**src/rtl/edge_pkg.sv**
```systemverilog
// Shared widths, Sobel weights and gradient type for the edge-detection engine.
package edge_pkg;

  localparam int unsigned PIX_W_DEF = 8;
  localparam int unsigned MAG_W_DEF = 8;

  // 1-2-1 smoothing weights; the centre row/column carries weight zero.
  localparam int KW_SIDE = 1;
  localparam int KW_MID  = 2;

  typedef logic signed [PIX_W_DEF+2:0] grad_t;

endpackage

```
**src/rtl/sobel_kernel3x3.sv**
```systemverilog
// Combinational Sobel Gx/Gy for one 3x3 neighbourhood a b c / d e f / g h i.
module sobel_kernel3x3
  import edge_pkg::*;
#(
  parameter int unsigned PIX_W = PIX_W_DEF
) (
  input  logic [PIX_W-1:0]        a,
  input  logic [PIX_W-1:0]        b,
  input  logic [PIX_W-1:0]        c,
  input  logic [PIX_W-1:0]        d,
  input  logic [PIX_W-1:0]        f,
  input  logic [PIX_W-1:0]        g,
  input  logic [PIX_W-1:0]        h,
  input  logic [PIX_W-1:0]        i,
  output logic signed [PIX_W+2:0] gx,
  output logic signed [PIX_W+2:0] gy
);

  localparam int unsigned GW = PIX_W + 3;

  int gx_full;
  int gy_full;

  // Range is +/-4*(2^PIX_W-1), so truncating to PIX_W+3 signed bits is exact.
  always_comb begin
    gx_full = KW_SIDE * int'(c) + KW_MID * int'(f) + KW_SIDE * int'(i)
            - KW_SIDE * int'(a) - KW_MID * int'(d) - KW_SIDE * int'(g);
    gy_full = KW_SIDE * int'(g) + KW_MID * int'(h) + KW_SIDE * int'(i)
            - KW_SIDE * int'(a) - KW_MID * int'(b) - KW_SIDE * int'(c);
    gx = GW'(gx_full);
    gy = GW'(gy_full);
  end

endmodule

```
**src/rtl/sobel_window_engine.sv**
```systemverilog
// Three-stage valid/ready Sobel engine: gradients, |Gx|+|Gy|, saturate/threshold/count.
module sobel_window_engine
  import edge_pkg::*;
#(
  parameter int unsigned PIX_W = PIX_W_DEF,
  parameter int unsigned MAG_W = MAG_W_DEF,
  parameter int unsigned CNT_W = 16
) (
  input  logic             clk,
  input  logic             rst_n,
  input  logic [31:0]      p0,  p1,  p2,  p3,  p4,  p5,
  input  logic [31:0]      p6,  p7,  p8,  p9,  p10, p11,
  input  logic [31:0]      p12, p13, p14, p15, p16, p17,
  input  logic             in_valid,
  output logic             in_ready,
  input  logic [MAG_W-1:0] threshold,
  input  logic             out_ready,
  output logic             out_valid,
  output logic [MAG_W-1:0] mag0,
  output logic [MAG_W-1:0] mag1,
  output logic [MAG_W-1:0] mag2,
  output logic [MAG_W-1:0] mag3,
  output logic [3:0]       edges,
  output logic [CNT_W-1:0] edge_count,
  input  logic             count_clr
);

  localparam int unsigned GW      = PIX_W + 3;
  localparam int unsigned MAG_MAX = (1 << MAG_W) - 1;

  logic [31:0]      win [18];
  logic [PIX_W-1:0] px  [18];
  logic             unused_hi;

  assign win = '{p0, p1, p2, p3, p4, p5, p6, p7, p8,
                 p9, p10, p11, p12, p13, p14, p15, p16, p17};

  always_comb begin
    unused_hi = 1'b0;
    for (int n = 0; n < 18; n++) begin
      px[n]     = win[n][PIX_W-1:0];
      unused_hi = unused_hi ^ (^(win[n] >> PIX_W));
    end
  end

  logic adv;
  assign adv      = !out_valid || out_ready;
  assign in_ready = adv;

  // Stage 1 inputs: centre k uses window columns k..k+2.
  logic signed [GW-1:0] gx_s0 [4];
  logic signed [GW-1:0] gy_s0 [4];

  for (genvar k = 0; k < 4; k++) begin : g_kern
    sobel_kernel3x3 #(
      .PIX_W(PIX_W)
    ) u_kern (
      .a (px[k]),
      .b (px[k+1]),
      .c (px[k+2]),
      .d (px[k+6]),
      .f (px[k+8]),
      .g (px[k+12]),
      .h (px[k+13]),
      .i (px[k+14]),
      .gx(gx_s0[k]),
      .gy(gy_s0[k])
    );
  end

  logic                 v1_q, v2_q, out_valid_q;
  logic signed [GW-1:0] gx_q  [4];
  logic signed [GW-1:0] gy_q  [4];
  logic [GW-1:0]        m_q   [4];
  logic [GW-1:0]        m_d   [4];
  logic [MAG_W-1:0]     mag_q [4];
  logic [MAG_W-1:0]     mag_d [4];
  logic [3:0]           edge_q, edge_d;
  logic [GW-1:0]        ax, ay;
  logic [CNT_W-1:0]     cnt_q, cnt_d;
  logic [2:0]           pop;
  logic [CNT_W:0]       cnt_sum;

  always_comb begin
    ax     = '0;
    ay     = '0;
    edge_d = '0;
    for (int k = 0; k < 4; k++) begin
      ax     = gx_q[k][GW-1] ? -gx_q[k] : gx_q[k];
      ay     = gy_q[k][GW-1] ? -gy_q[k] : gy_q[k];
      m_d[k] = ax + ay;
      if (32'(m_q[k]) > MAG_MAX) mag_d[k] = MAG_W'(MAG_MAX);
      else                       mag_d[k] = MAG_W'(m_q[k]);
      edge_d[k] = mag_d[k] > threshold;
    end
  end

  // Clear takes priority over the handshake it coincides with.
  always_comb begin
    pop = '0;
    for (int k = 0; k < 4; k++) pop = pop + 3'(edge_q[k]);
    cnt_sum = {1'b0, cnt_q} + (CNT_W+1)'(pop);
    cnt_d   = cnt_q;
    if (count_clr)                     cnt_d = '0;
    else if (out_valid_q && out_ready) cnt_d = cnt_sum[CNT_W] ? '1 : cnt_sum[CNT_W-1:0];
  end

  always_ff @(posedge clk or negedge rst_n) begin
    if (!rst_n) begin
      v1_q        <= 1'b0;
      v2_q        <= 1'b0;
      out_valid_q <= 1'b0;
      edge_q      <= '0;
      cnt_q       <= '0;
      for (int k = 0; k < 4; k++) begin
        gx_q[k]  <= '0;
        gy_q[k]  <= '0;
        m_q[k]   <= '0;
        mag_q[k] <= '0;
      end
    end else begin
      cnt_q <= cnt_d;
      if (adv) begin
        v1_q        <= in_valid;
        v2_q        <= v1_q;
        out_valid_q <= v2_q;
        edge_q      <= edge_d;
        for (int k = 0; k < 4; k++) begin
          gx_q[k]  <= gx_s0[k];
          gy_q[k]  <= gy_s0[k];
          m_q[k]   <= m_d[k];
          mag_q[k] <= mag_d[k];
        end
      end
    end
  end

  assign out_valid  = out_valid_q;
  assign mag0       = mag_q[0];
  assign mag1       = mag_q[1];
  assign mag2       = mag_q[2];
  assign mag3       = mag_q[3];
  assign edges      = edge_q;
  assign edge_count = cnt_q;

endmodule

```
**config.mk**
```make
export PLATFORM = sky130hd
export DESIGN_NAME = sobel_window_engine
export DESIGN_NICKNAME = d
export VERILOG_FILES = /design/src/rtl/edge_pkg.sv /design/src/rtl/sobel_kernel3x3.sv /design/src/rtl/sobel_window_engine.sv
export SDC_FILE = /design/constraint.sdc
export NUM_CORES = 1
export LEC_CHECK = 0
export BUFFER_PORTS_ARGS = -buffer_cell sky130_fd_sc_hd__buf_2
export CORE_AREA = 4 4 245 247
export CTS_CLUSTER_DIAMETER = 60
export DETAILED_ROUTE_END_ITERATION = 8
export DIE_AREA = 0 0 249 251
export GPL_TIMING_DRIVEN = 0
export SYNTH_ARGS = -nofsm -noshare
export SYNTH_HDL_FRONTEND = slang
export SYNTH_SLANG_ARGS = --single-unit
```
**constraint.sdc**
```tcl
create_clock -name clk -period 3.7 [get_ports clk]
set_input_delay 0.37 -clock clk [delete_from_list [all_inputs] [get_ports clk]]
set_output_delay 0.37 -clock clk [all_outputs]
set_load 0.01 [all_outputs]
```
==> impl_metrics.py, run 1 <==
metrics = {
    "status": {
        "status": "complete, but fails checks",
        "violations": "negative setup slack",
    },
    "flow_run": {
        "drv_cap": 0,
    },
    "clock_network": {
        "htree_levels": 4,
        "cts_root_buffer": "clkbuf_16",
        "cts_sinks": 187,
        "cts_tree": "yes",
        "cts_made_buffers": 17,
        "clk_path_buf_depth": 2,
        "cts.clk_slew.worst_paths_ns": 0.08,
        "clock_latency_ns": 0.46,
    },
    "route": {
        "route.vias.total": 18860,
        "wire_per_inst_um": 20.25,
        "dr.pass1.iters": 5,
        "drtIter0Drc": 1123,
        "drc_errors": 0,
        "antenna_left": 0,
        "vias_per_cell": 5.222,
        "wirelength_um": 73110,
    },
    "setup_path": {
        "worstPathArrival_ns": 4.28,
        "crit_end": "gx_q[32]$_DFFE_PN0P_",
        "r2r_slack_ns": 0.07,
        "timing.rr.end": "gy_q[28]$_DFFE_PN0P_",
        "startpoint": "p3[1]",
        "critPathKind": "in2reg",
        "worstPathRequired_ns": 4.08,
        "crit_chain": "buf_12 -> ha_4 -> inv_4 -> fa_2 -> nor2b_2 -> o21ai_2 -> a21boi_2 -> o21ai_1 -> nand2b_1 -> xnor2_2 -> fa_1 -> fa_1 -> inv_2 -> ha_4 -> a211o_1 -> nor3_2 -> a211oi_2 -> or3_4 -> a31oi_1",
        "critPathLaunchType": "input port",
        "critPathMaxFanout": 3,
        "crit_path_end_kind": "flip-flop",
        "ff2ff_path_depth": 6,
        "slowest_stage": "fa_1",
        "reg2reg_from": "out_valid$_DFFE_PN0P_",
        "critical-path-max-stage-delay_ns": 0.54,
    },
    "synth": {
        "syn_nets": 3594,
        "synth.avg_cell_area_sq_um": 8.815,
        "synthFlopType": "dfrtp_1",
        "yosysWarnings": 0,
        "synthesis.area_sq_um": 22430,
        "synth_cell_types": 66,
        "synth_seq_cells": 187,
        "synth_xor_area_frac": 0.07537,
        "synthMuxAreaShare": 0.01657,
        "synthAdderAreaFrac": 0.3208,
        "synth_compound_area_frac": 0.1578,
        "synth_edf_count": 0,
        "synth_top_family_by_area": "adder cells",
        "seq_area_frac_synth": 0.2087,
        "synth_simple_gate_area_share": 0.1398,
        "syn_inst": 2544,
        "synthArstFlopShare": 1.000,
    },
    "final_layout": {
        "drive_gt1_frac": 0.2035,
        "layout.nets": 3882,
        "syn2layout_area_growth_pct": 20.98,
    },
    "sta": {
        "relSlewSlack": 0.2411,
        "tns_ns": -0.7142,
        "rsz0062_at_grt": "true",
        "max_freq_mhz": 256.0,
        "min_period_ns": 3.907,
        "finalSetupViolations": 7,
        "drv_slew": 0,
        "skew_ns": 0.01196,
        "timing.final.crit_share": 1.056,
        "worst_pin_slew_ns": 1.138,
        "setup_ws_ns": -0.2065,
        "finalHoldViolations": 0,
    },
    "die": {
        "core.rowCount": 88,
        "die_y_um": 251,
        "core-area_sq_um": 57590,
        "io_pins": 643,
        "fp.dieArea_sq_um": 62500,
        "initial_core_util": 0.3894,
        "die_w_um": 249,
    },
    "global_routing": {
        "grt_max_degree": 100,
        "grt_pass1_wl_um": 112400,
        "grt_pass1_vias": 19250,
        "grt_use_total": 0.2301,
        "antenna_found_initial": 4,
        "overflow": 0,
    },
    "power": {
        "p_leak_nw": 12.58,
        "power.density_nw_per_um2": 948.4,
        "peakVddDrop_uv": 438.6,
    },
    "placement": {
        "finalWeightedCongestion": 0.9165,
        "pre_cts_slack_ns": -1.082,
        "numPortBuffers": 209,
        "place_hpwl_um": 60260,
    },
    "min_path": {
        "min_path_type": "in2reg",
    },
}
[how the worst min path moves through the flow]
| stage | startpoint | to | slack [ns] | depth (start not counted) |
|---|---|---|---|---|
| after detailed placement | v2_q$_DFFE_PN0P_ | out_valid$_DFFE_PN0P_ | 0.45 | 1 |
| after global routing | in_valid | v1_q$_DFFE_PN0P_ | 0.1 | 3 |
| after global placement | v2_q$_DFFE_PN0P_ | v2_q$_DFFE_PN0P_ | 0.45 | 2 |
| after CTS | in_valid | v1_q$_DFFE_PN0P_ | 0.08 | 3 |
| final | in_valid | v1_q$_DFFE_PN0P_ | 0.10 | 3 |
| after floorplan | rst_n | edge_count[0]$_DFFE_PN0P_ | 0.07 | 0 |
[worst max-delay path: cells and delay by family]
kind	cells	cell delay, ns
and+or+nand+nor	4	0.90
adders and majority gates	5	1.75
xor gates and xnor gates	1	0.14
AOI/OAI and AO/OA	6	0.90
buffers and inverters	3	0.19
[layer usage]
metal / part of all wire / vias to the layer above / GRT usage
li1: - / 9086 / -
met1: 0.45 / 9171 / 0.3134
met2: 0.48 / 503 / 0.3892
met3: 0.044 / 93 / 0.02721
met4: 0.029 / 4 / 0.06572
met5: 0.00041 / - / 0
[through the flow]
stage,cells,power (mW),instance area [sq um],utilization,hold WS (ns)
after global placement,3518,21.55,24990,0.4339,0.4482
after floorplan,2544,17.55,22980,-,0.07441
after detailed placement,3519,21.97,25020,0.4346,0.4544
after global routing,3610,28.19,27130,0.4711,0.09647
after CTS,3598,24.76,26560,0.4612,0.08475
final,3611,25.73,27130,0.4711,0.1004
[flip-flops by register name, indices dropped and copies added, names as in the netlist]
name        flops
mag1            8
out_valid       1
v2_q            1
mag0            8
gx_q           44
m_q            44
gy_q           44
edge_count     16
mag2            8
edges           4
mag3            8
v1_q            1
[synth_stat cells (24+ instances only)]
cell	number	area share
inv_1	418	0.070
a21oi_1	145	0.032
xor2_1	71	0.028
nor2b_1	26	0.0073
dfrtp_1	187	0.21
o31ai_1	24	0.0080
fa_1	190	0.17
a21o_1	54	0.018
a211oi_1	33	0.011
o21ai_0	148	0.033
xnor2_1	122	0.048
nor2_1	183	0.031
nor3_1	60	0.013
nand2b_1	47	0.013
ha_1	271	0.15
clkbuf_1	52	0.0087
o21a_1	41	0.014
mux2_2	33	0.017
nand2_1	157	0.026
or3_1	29	0.0081
[logic make-up (layout without fill, tap and decap cells)]
| group | Yosys count | after routing |
|---|---|---|
| buffers and inverters | 482 | 783 |
| AO/OA/AOI/OAI | 563 | 563 |
| other | 0 | 1 |
| adder cells (fa/ha/maj) | 461 | 461 |
| multiplexers | 33 | 33 |
| XOR/XNOR | 193 | 193 |
| AND/OR/NAND/NOR | 625 | 625 |
| flip-flops | 187 | 187 |
[repair_timing]
item | 4_1_cts | 5_1_grt
setup endpoints to repair | 22 | 29
pin swaps | 118 | 143
hold buffers | 1 | 0
cloned | 0 | 0
setup buffers | 53 | 24
endpoints found under the hold margin | 22 | 0
resized for setup | 134 | 117
[power breakdown]
group | internal, mW | switching, mW
Sequential | 3.06 | 0.866
Combinational | 8.93 | 10.7
Clock | 1.23 | 0.925
Total | 13.2 | 12.5
[placed cells by master (no fill, tap or decap), types with 13 or more instances in the layout]
cell	Yosys	layout
clkbuf_1	52	43
nand3_1	23	21
nor3_1	60	52
mux2_2	33	33
a21o_1	54	54
inv_1	418	383
nor2_1	183	181
a21oi_2	1	22
xor2_1	71	68
inv_2	0	23
nand2b_1	47	47
dfrtp_1	187	187
o21ai_0	148	112
nand4b_1	14	14
xnor2_1	122	115
buf_6	1	13
nand2_1	157	155
a31oi_1	23	19
nor2b_1	26	15
a211o_1	16	16
o31ai_1	24	24
o21ai_1	1	16
a211oi_1	33	24
fa_1	190	181
o21a_1	41	41
ha_4	0	41
a21boi_0	17	14
nor3b_1	16	16
clkbuf_16	0	17
a21oi_1	145	118
ha_1	271	229
buf_2	0	186
buf_4	0	63
or3_1	29	22
o21ai_2	0	20
[cell type report]
| type | count | area, sq um |
|---|---|---|
| Fill cell | 5513 | 30450 |
| Multi-Input combinational cell | 1875 | 17160 |
| Sequential cell | 187 | 4679 |
| Timing Repair Buffer | 277 | 1829 |
| Inverter | 418 | 1612 |
| Tap cell | 765 | 957.2 |
| Clock buffer | 17 | 425.4 |
| Clock inverter | 15 | 251.5 |
| Buffer | 56 | 219.0 |
| Antenna cell | 1 | 2.502 |
No activity file was read; power rests on OpenSTA's default activity.
==> inputs of run 2 (changes only) <==
--- a/config.mk
+++ b/config.mk
@@ -11,6 +11,8 @@
 export DETAILED_ROUTE_END_ITERATION = 8
 export DIE_AREA = 0 0 249 251
 export GPL_TIMING_DRIVEN = 0
+export SKIP_CTS_REPAIR_TIMING = 1
+export SLEW_MARGIN = 0
 export SYNTH_ARGS = -nofsm -noshare
 export SYNTH_HDL_FRONTEND = slang
 export SYNTH_SLANG_ARGS = --single-unit
==> impl_metrics.py, run 2 (same netlist as run 1, synthesis figures left out) <==
metrics = {
    "status": {
        "status": "complete, but fails checks",
        "violations": "negative hold slack, negative setup slack",
    },
    "sta": {
        "min_period_ns": 4.094,
        "drv_slew": 0,
        "skew_ns": 0.01245,
        "relSlewSlack": 0.2539,
        "max_freq_mhz": 244.3,
        "fin_hold_ws_ns": -0.04657,
        "finalSetupViolations": 8,
        "timing.final.crit_share": 1.106,
        "finalHoldViolations": 56,
        "worst_pin_slew_ns": 1.119,
        "tns_ns": -2.098,
        "setup_ws_ns": -0.3937,
        "rsz0062_at_grt": "true",
    },
    "clock_network": {
        "cts_sinks": 187,
        "cts.clk_slew.worst_paths_ns": 0.08,
        "cts_made_buffers": 17,
        "htree_levels": 4,
        "clock_latency_ns": 0.46,
        "cts_root_buffer": "clkbuf_16",
        "clk_path_buf_depth": 2,
        "cts_tree": "yes",
    },
    "power": {
        "peakVddDrop_uv": 439.2,
        "p_leak_nw": 12.46,
        "pwr-share-seq": 0.154,
        "clkPwrFrac": 0.084,
        "p_sw_frac": 0.4871,
        "p_int_mw": 13.09,
        "netSwitchingPower_mw": 12.43,
        "total_power_mw": 25.51,
        "power.density_nw_per_um2": 952.9,
        "combPwrFrac": 0.762,
    },
    "flow_run": {
        "drv_cap": 0,
    },
    "final_layout": {
        "multiInputGateArea_sq_um": 17010,
        "design_area_sq_um": 26770,
        "final_cells": 3587,
        "drive_gt1_frac": 0.1875,
        "fill_cells": 5548,
        "mostFrequentLayoutCell": "inv_1",
        "syn2layout_area_growth_pct": 19.39,
        "reg.largest.list": "gx_q: 44 flops, gy_q: 44 flops, m_q: 44 flops",
        "register_area_sq_um": 4679,
        "final_cell_mix": "inv_1 (396), ha_1 (232), buf_2 (191), dfrtp_1 (187)",
        "layout.nets": 3858,
    },
    "route": {
        "vias_per_cell": 5.223,
        "wire_per_inst_um": 20.08,
        "antenna_left": 0,
        "dr.pass1.iters": 5,
        "drc_errors": 0,
        "route.vias.total": 18740,
        "wirelength_um": 72040,
        "drtIter0Drc": 1252,
    },
    "die": {
        "core-area_sq_um": 57590,
        "die_y_um": 251,
        "io_pins": 643,
        "die_w_um": 249,
        "core.rowCount": 88,
        "fp.dieArea_sq_um": 62500,
        "initial_core_util": 0.3894,
    },
    "setup_path": {
        "crit_family": "adder cells",
        "critical-path-max-stage-delay_ns": 0.51,
        "worstPathRequired_ns": 4.08,
        "crit_path_end_kind": "flip-flop",
        "crit_chain": "buf_12 -> ha_4 -> fa_2 -> a21o_1 -> a21oi_2 -> o21bai_1 -> a21oi_2 -> xor2_2 -> fa_1 -> fa_1 -> inv_2 -> ha_4 -> buf_8 -> a211o_1 -> nor3_2 -> a211oi_2 -> or3_4 -> a31oi_4",
        "worstPathArrival_ns": 4.48,
        "critPathMaxFanout": 5,
        "critPathKind": "in2reg",
        "slowest_stage": "fa_1",
        "critPathLaunchType": "input port",
        "crit_buf_inv": 3,
    },
    "placement": {
        "dp.cells": 3519,
        "finalWeightedCongestion": 0.9165,
        "numPortBuffers": 209,
        "place_hpwl_um": 60260,
        "dpl-instance-area_sq_um": 25020,
        "pre_cts_slack_ns": -1.082,
    },
    "global_routing": {
        "antenna_found_initial": 4,
        "grt_use_total": 0.2266,
        "grt_pass1_vias": 18820,
        "overflow": 0,
        "grt_max_degree": 100,
        "grt_pass1_wl_um": 110800,
    },
    "min_path": {
        "min_path_type": "in2async",
    },
}
[run 2: changes by cell type in the layout (fill, tap and decap cells not counted), sizes merged]
cell         before  now
buf             287  263
clkinvlp         11    7
inv             415  419
clkbuf           62   63
dlygate4sd3       1    0
[run 2: worst paths after layout]
check                      slack (ns)              endpoint                   from  cells after the start
max                             -0.39  gy_q[32]$_DFFE_PN0P_                 p14[0]                     18
min                             -0.05   mag0[6]$_DFFE_PN0P_                  rst_n                      1
max reg2reg                      0.11  gy_q[17]$_DFFE_PN0P_  out_valid$_DFFE_PN0P_                      6
min reg2reg                      0.47   m_q[37]$_DFFE_PN0P_    m_q[37]$_DFFE_PN0P_                      1
max in group asynchronous        2.79   gx_q[5]$_DFFE_PN0P_                  rst_n                      2
min in group clk                 0.10      v1_q$_DFFE_PN0P_               in_valid                      3
[run 2: power by group through the flow]
stage / logic (mW) / clock network, mW / registers (mW)
after CTS: 18.2 / 2.18 / 3.90
final: 19.4 / 2.15 / 3.93
after detailed placement: 18.0 / 0 / 3.94
after global routing: 21.6 / 2.26 / 4.05
after floorplan: 13.8 / 0 / 3.72
after global placement: 17.6 / 0 / 3.90
[run 2: final cells by class]
type                       count  area share
multi-input combinational   1875      0.6352
clock inverter                15    0.009393
antenna                        1  0.00009346
timing repair buffer         248     0.05855
inverter                     418     0.05944
tap                          765     0.03575
clock buffer                  17     0.01589
sequential                   187      0.1748
buffer                        61     0.01094
[run 2: per-layer routing]
layer / up-vias / wire (um) / track usage
met4: 4 / 1870 / 0.05866
met5: - / 23 / 0
li1: 9037 / - / -
met2: 530 / 33990 / 0.3814
met3: 85 / 3386 / 0.02959
met1: 9080 / 32770 / 0.3108
[run 2: metrics by stage]
| step | hold WS, ns | utilization |
|---|---|---|
| floorplan | 0.07441 | - |
| global placement | 0.4482 | 0.4339 |
| detailed placement | 0.4544 | 0.4346 |
| CTS | -0.01285 | 0.4463 |
| global route | 0.02178 | 0.4649 |
| finish | -0.04657 | 0.4650 |
==> inputs of run 3 (changes only) <==
--- a/config.mk
+++ b/config.mk
@@ -11,6 +11,7 @@
 export DETAILED_ROUTE_END_ITERATION = 8
 export DIE_AREA = 0 0 249 251
 export GPL_TIMING_DRIVEN = 0
+export PLACE_DENSITY = 0.64
 export SKIP_CTS_REPAIR_TIMING = 1
 export SLEW_MARGIN = 0
 export SYNTH_ARGS = -nofsm -noshare
==> constraint.sdc (replaced) <==
create_clock -name clk -period 3.7 [get_ports clk]
set_input_delay 0.74 -clock clk [delete_from_list [all_inputs] [get_ports clk]]
set_output_delay 0.74 -clock clk [all_outputs]
set_load 0.01 [all_outputs]
==> impl_metrics.py, run 3 (same netlist as run 1, synthesis figures left out) <==
metrics = {
    "clock_network": {
        "cts_sinks": 187,
        "clock_latency_ns": 0.46,
        "clk_path_buf_depth": 2,
        "cts_made_buffers": 17,
        "cts_tree": "yes",
        "cts.clk_slew.worst_paths_ns": 0.08,
        "cts_root_buffer": "clkbuf_16",
        "htree_levels": 4,
    },
    "setup_path": {
        "crit_chain": "buf_12 -> ha_4 -> fa_2 -> a21o_1 -> a21oi_2 -> o21bai_1 -> a21oi_2 -> xor2_2 -> fa_1 -> fa_1 -> inv_2 -> ha_4 -> buf_8 -> a211o_1 -> nor3_2 -> a211oi_2 -> or3_4 -> a31oi_1",
        "crit_family": "adder cells",
        "crit_path_end_kind": "flip-flop",
        "startpoint": "p13[1]",
        "critPathMaxFanout": 3,
        "crit_buf_inv": 3,
        "worstPathRequired_ns": 4.09,
        "slowest_stage": "fa_1",
        "worstPathArrival_ns": 4.88,
        "critPathKind": "in2reg",
        "critical-path-max-stage-delay_ns": 0.51,
        "reg2reg_from": "out_valid$_DFFE_PN0P_",
        "critPathLaunchType": "input port",
    },
    "global_routing": {
        "antenna_found_initial": 1,
        "grt_pass1_wl_um": 109400,
        "grt_use_total": 0.2240,
        "grt_pass1_vias": 19010,
        "grt_max_degree": 124,
        "overflow": 0,
    },
    "placement": {
        "numPortBuffers": 209,
        "place_hpwl_um": 59910,
        "finalWeightedCongestion": 0.9281,
        "dp.cells": 3519,
    },
    "final_layout": {
        "mostFrequentLayoutCell": "inv_1",
        "final_cell_mix": "inv_1 (381), ha_1 (218), dfrtp_1 (187), buf_2 (186), fa_1 (182)",
        "reg.largest.list": "gx_q: 44 flops, gy_q: 44 flops, m_q: 44 flops",
        "drive_gt1_frac": 0.2187,
        "register_area_sq_um": 4679,
        "finish.utilization": 0.4764,
        "layout.nets": 3878,
        "diodes": 0,
        "fill_cells": 5418,
        "final_cells": 3605,
        "multiInputGateArea_sq_um": 17520,
        "syn2layout_area_growth_pct": 22.33,
    },
    "die": {
        "core.rowCount": 88,
        "die_y_um": 251,
        "io_pins": 643,
        "fp.dieArea_sq_um": 62500,
        "die_w_um": 249,
        "initial_core_util": 0.3894,
        "core-area_sq_um": 57590,
    },
    "route": {
        "route.vias.total": 19100,
        "drtIter0Drc": 1222,
        "drc_errors": 0,
        "wire_per_inst_um": 20.23,
        "vias_per_cell": 5.298,
        "antenna_left": 0,
        "wirelength_um": 72930,
        "dr.pass1.iters": 5,
    },
    "status": {
        "status": "complete, but fails checks",
        "violations": "negative setup slack",
    },
    "min_path": {
        "min_path_type": "in2async",
    },
    "sta": {
        "skew_ns": 0.01264,
        "rsz0062_at_grt": "true",
        "setup_ws_ns": -0.7895,
        "tns_ns": -8.705,
        "fin_hold_ws_ns": 0.2289,
        "max_freq_mhz": 222.7,
        "min_period_ns": 4.489,
        "drv_slew": 0,
        "finalHoldViolations": 0,
        "relSlewSlack": 0.2448,
        "worst_pin_slew_ns": 1.133,
        "finalSetupViolations": 28,
        "timing.final.crit_share": 1.213,
    },
    "power": {
        "p_leak_nw": 12.60,
        "power.density_nw_per_um2": 967.8,
        "total_power_mw": 26.55,
        "peakVddDrop_uv": 496.6,
    },
    "flow_run": {
        "drv_cap": 0,
    },
}
## run 3: changes by cell type in the layout (fill, tap and decap cells not counted), moves of 6 or more
cell	change
a21boi_0	-6
a31oi_1	-6
buf_4	+14
buf_6	+12
ha_1	-14
ha_4	+15
inv_1	-15
inv_2	+8
o21ai_0	-19
o21ai_1	+16
xor2_1	-8
xor2_2	+6
## run 3: final cells by class
| type | count | area share |
|---|---|---|
| clock buffer | 17 | 0.01551 |
| multi-input combinational | 1875 | 0.6386 |
| timing repair buffer | 270 | 0.06590 |
| sequential | 187 | 0.1706 |
| clock inverter | 14 | 0.005701 |
| buffer | 59 | 0.01003 |
| tap | 765 | 0.03489 |
| inverter | 418 | 0.05883 |
## run 3: where the power goes
part	internal (mW)	total, mW	switching [mW]
Combinational	9.47	20.7	11.3
Sequential	3.06	3.94	0.878
Clock	0.953	1.88	0.931
## run 3: through the flow
step | worst slack [ns] | cell area [sq um]
3_3_place_gp | -1.348 | 25140
3_5_place_dp | -1.409 | 25170
5_1_grt | -0.9050 | 27430
2_1_floorplan | -0.7444 | 23130
4_1_cts | -0.9241 | 25750
6_report | -0.7895 | 27430
## run 3: final timing paths
check	end	slack, ns	depth (start not counted)
max in group asynchronous	gx_q[1]$_DFFE_PN0P_	2.49	2
min in group clk	out_valid$_DFFE_PN0P_	0.47	1
worst min-delay path	edges[0]$_DFFE_PN0P_	0.23	1
worst max register to register	gy_q[15]$_DFFE_PN0P_	0.20	6
worst max-delay path	gy_q[32]$_DFFE_PN0P_	-0.79	18
worst min register to register	out_valid$_DFFE_PN0P_	0.47	1
## run 3: per-layer routing
metal	share of wire	wire length [um]	global-route usage	vias to the layer above
met1	0.45	32670	0.3055	9376
met3	0.047	3455	0.03486	110
li1	-	-	-	9064
met5	0.00011	8	0	-
met2	0.47	34510	0.3684	547
met4	0.031	2288	0.07084	2
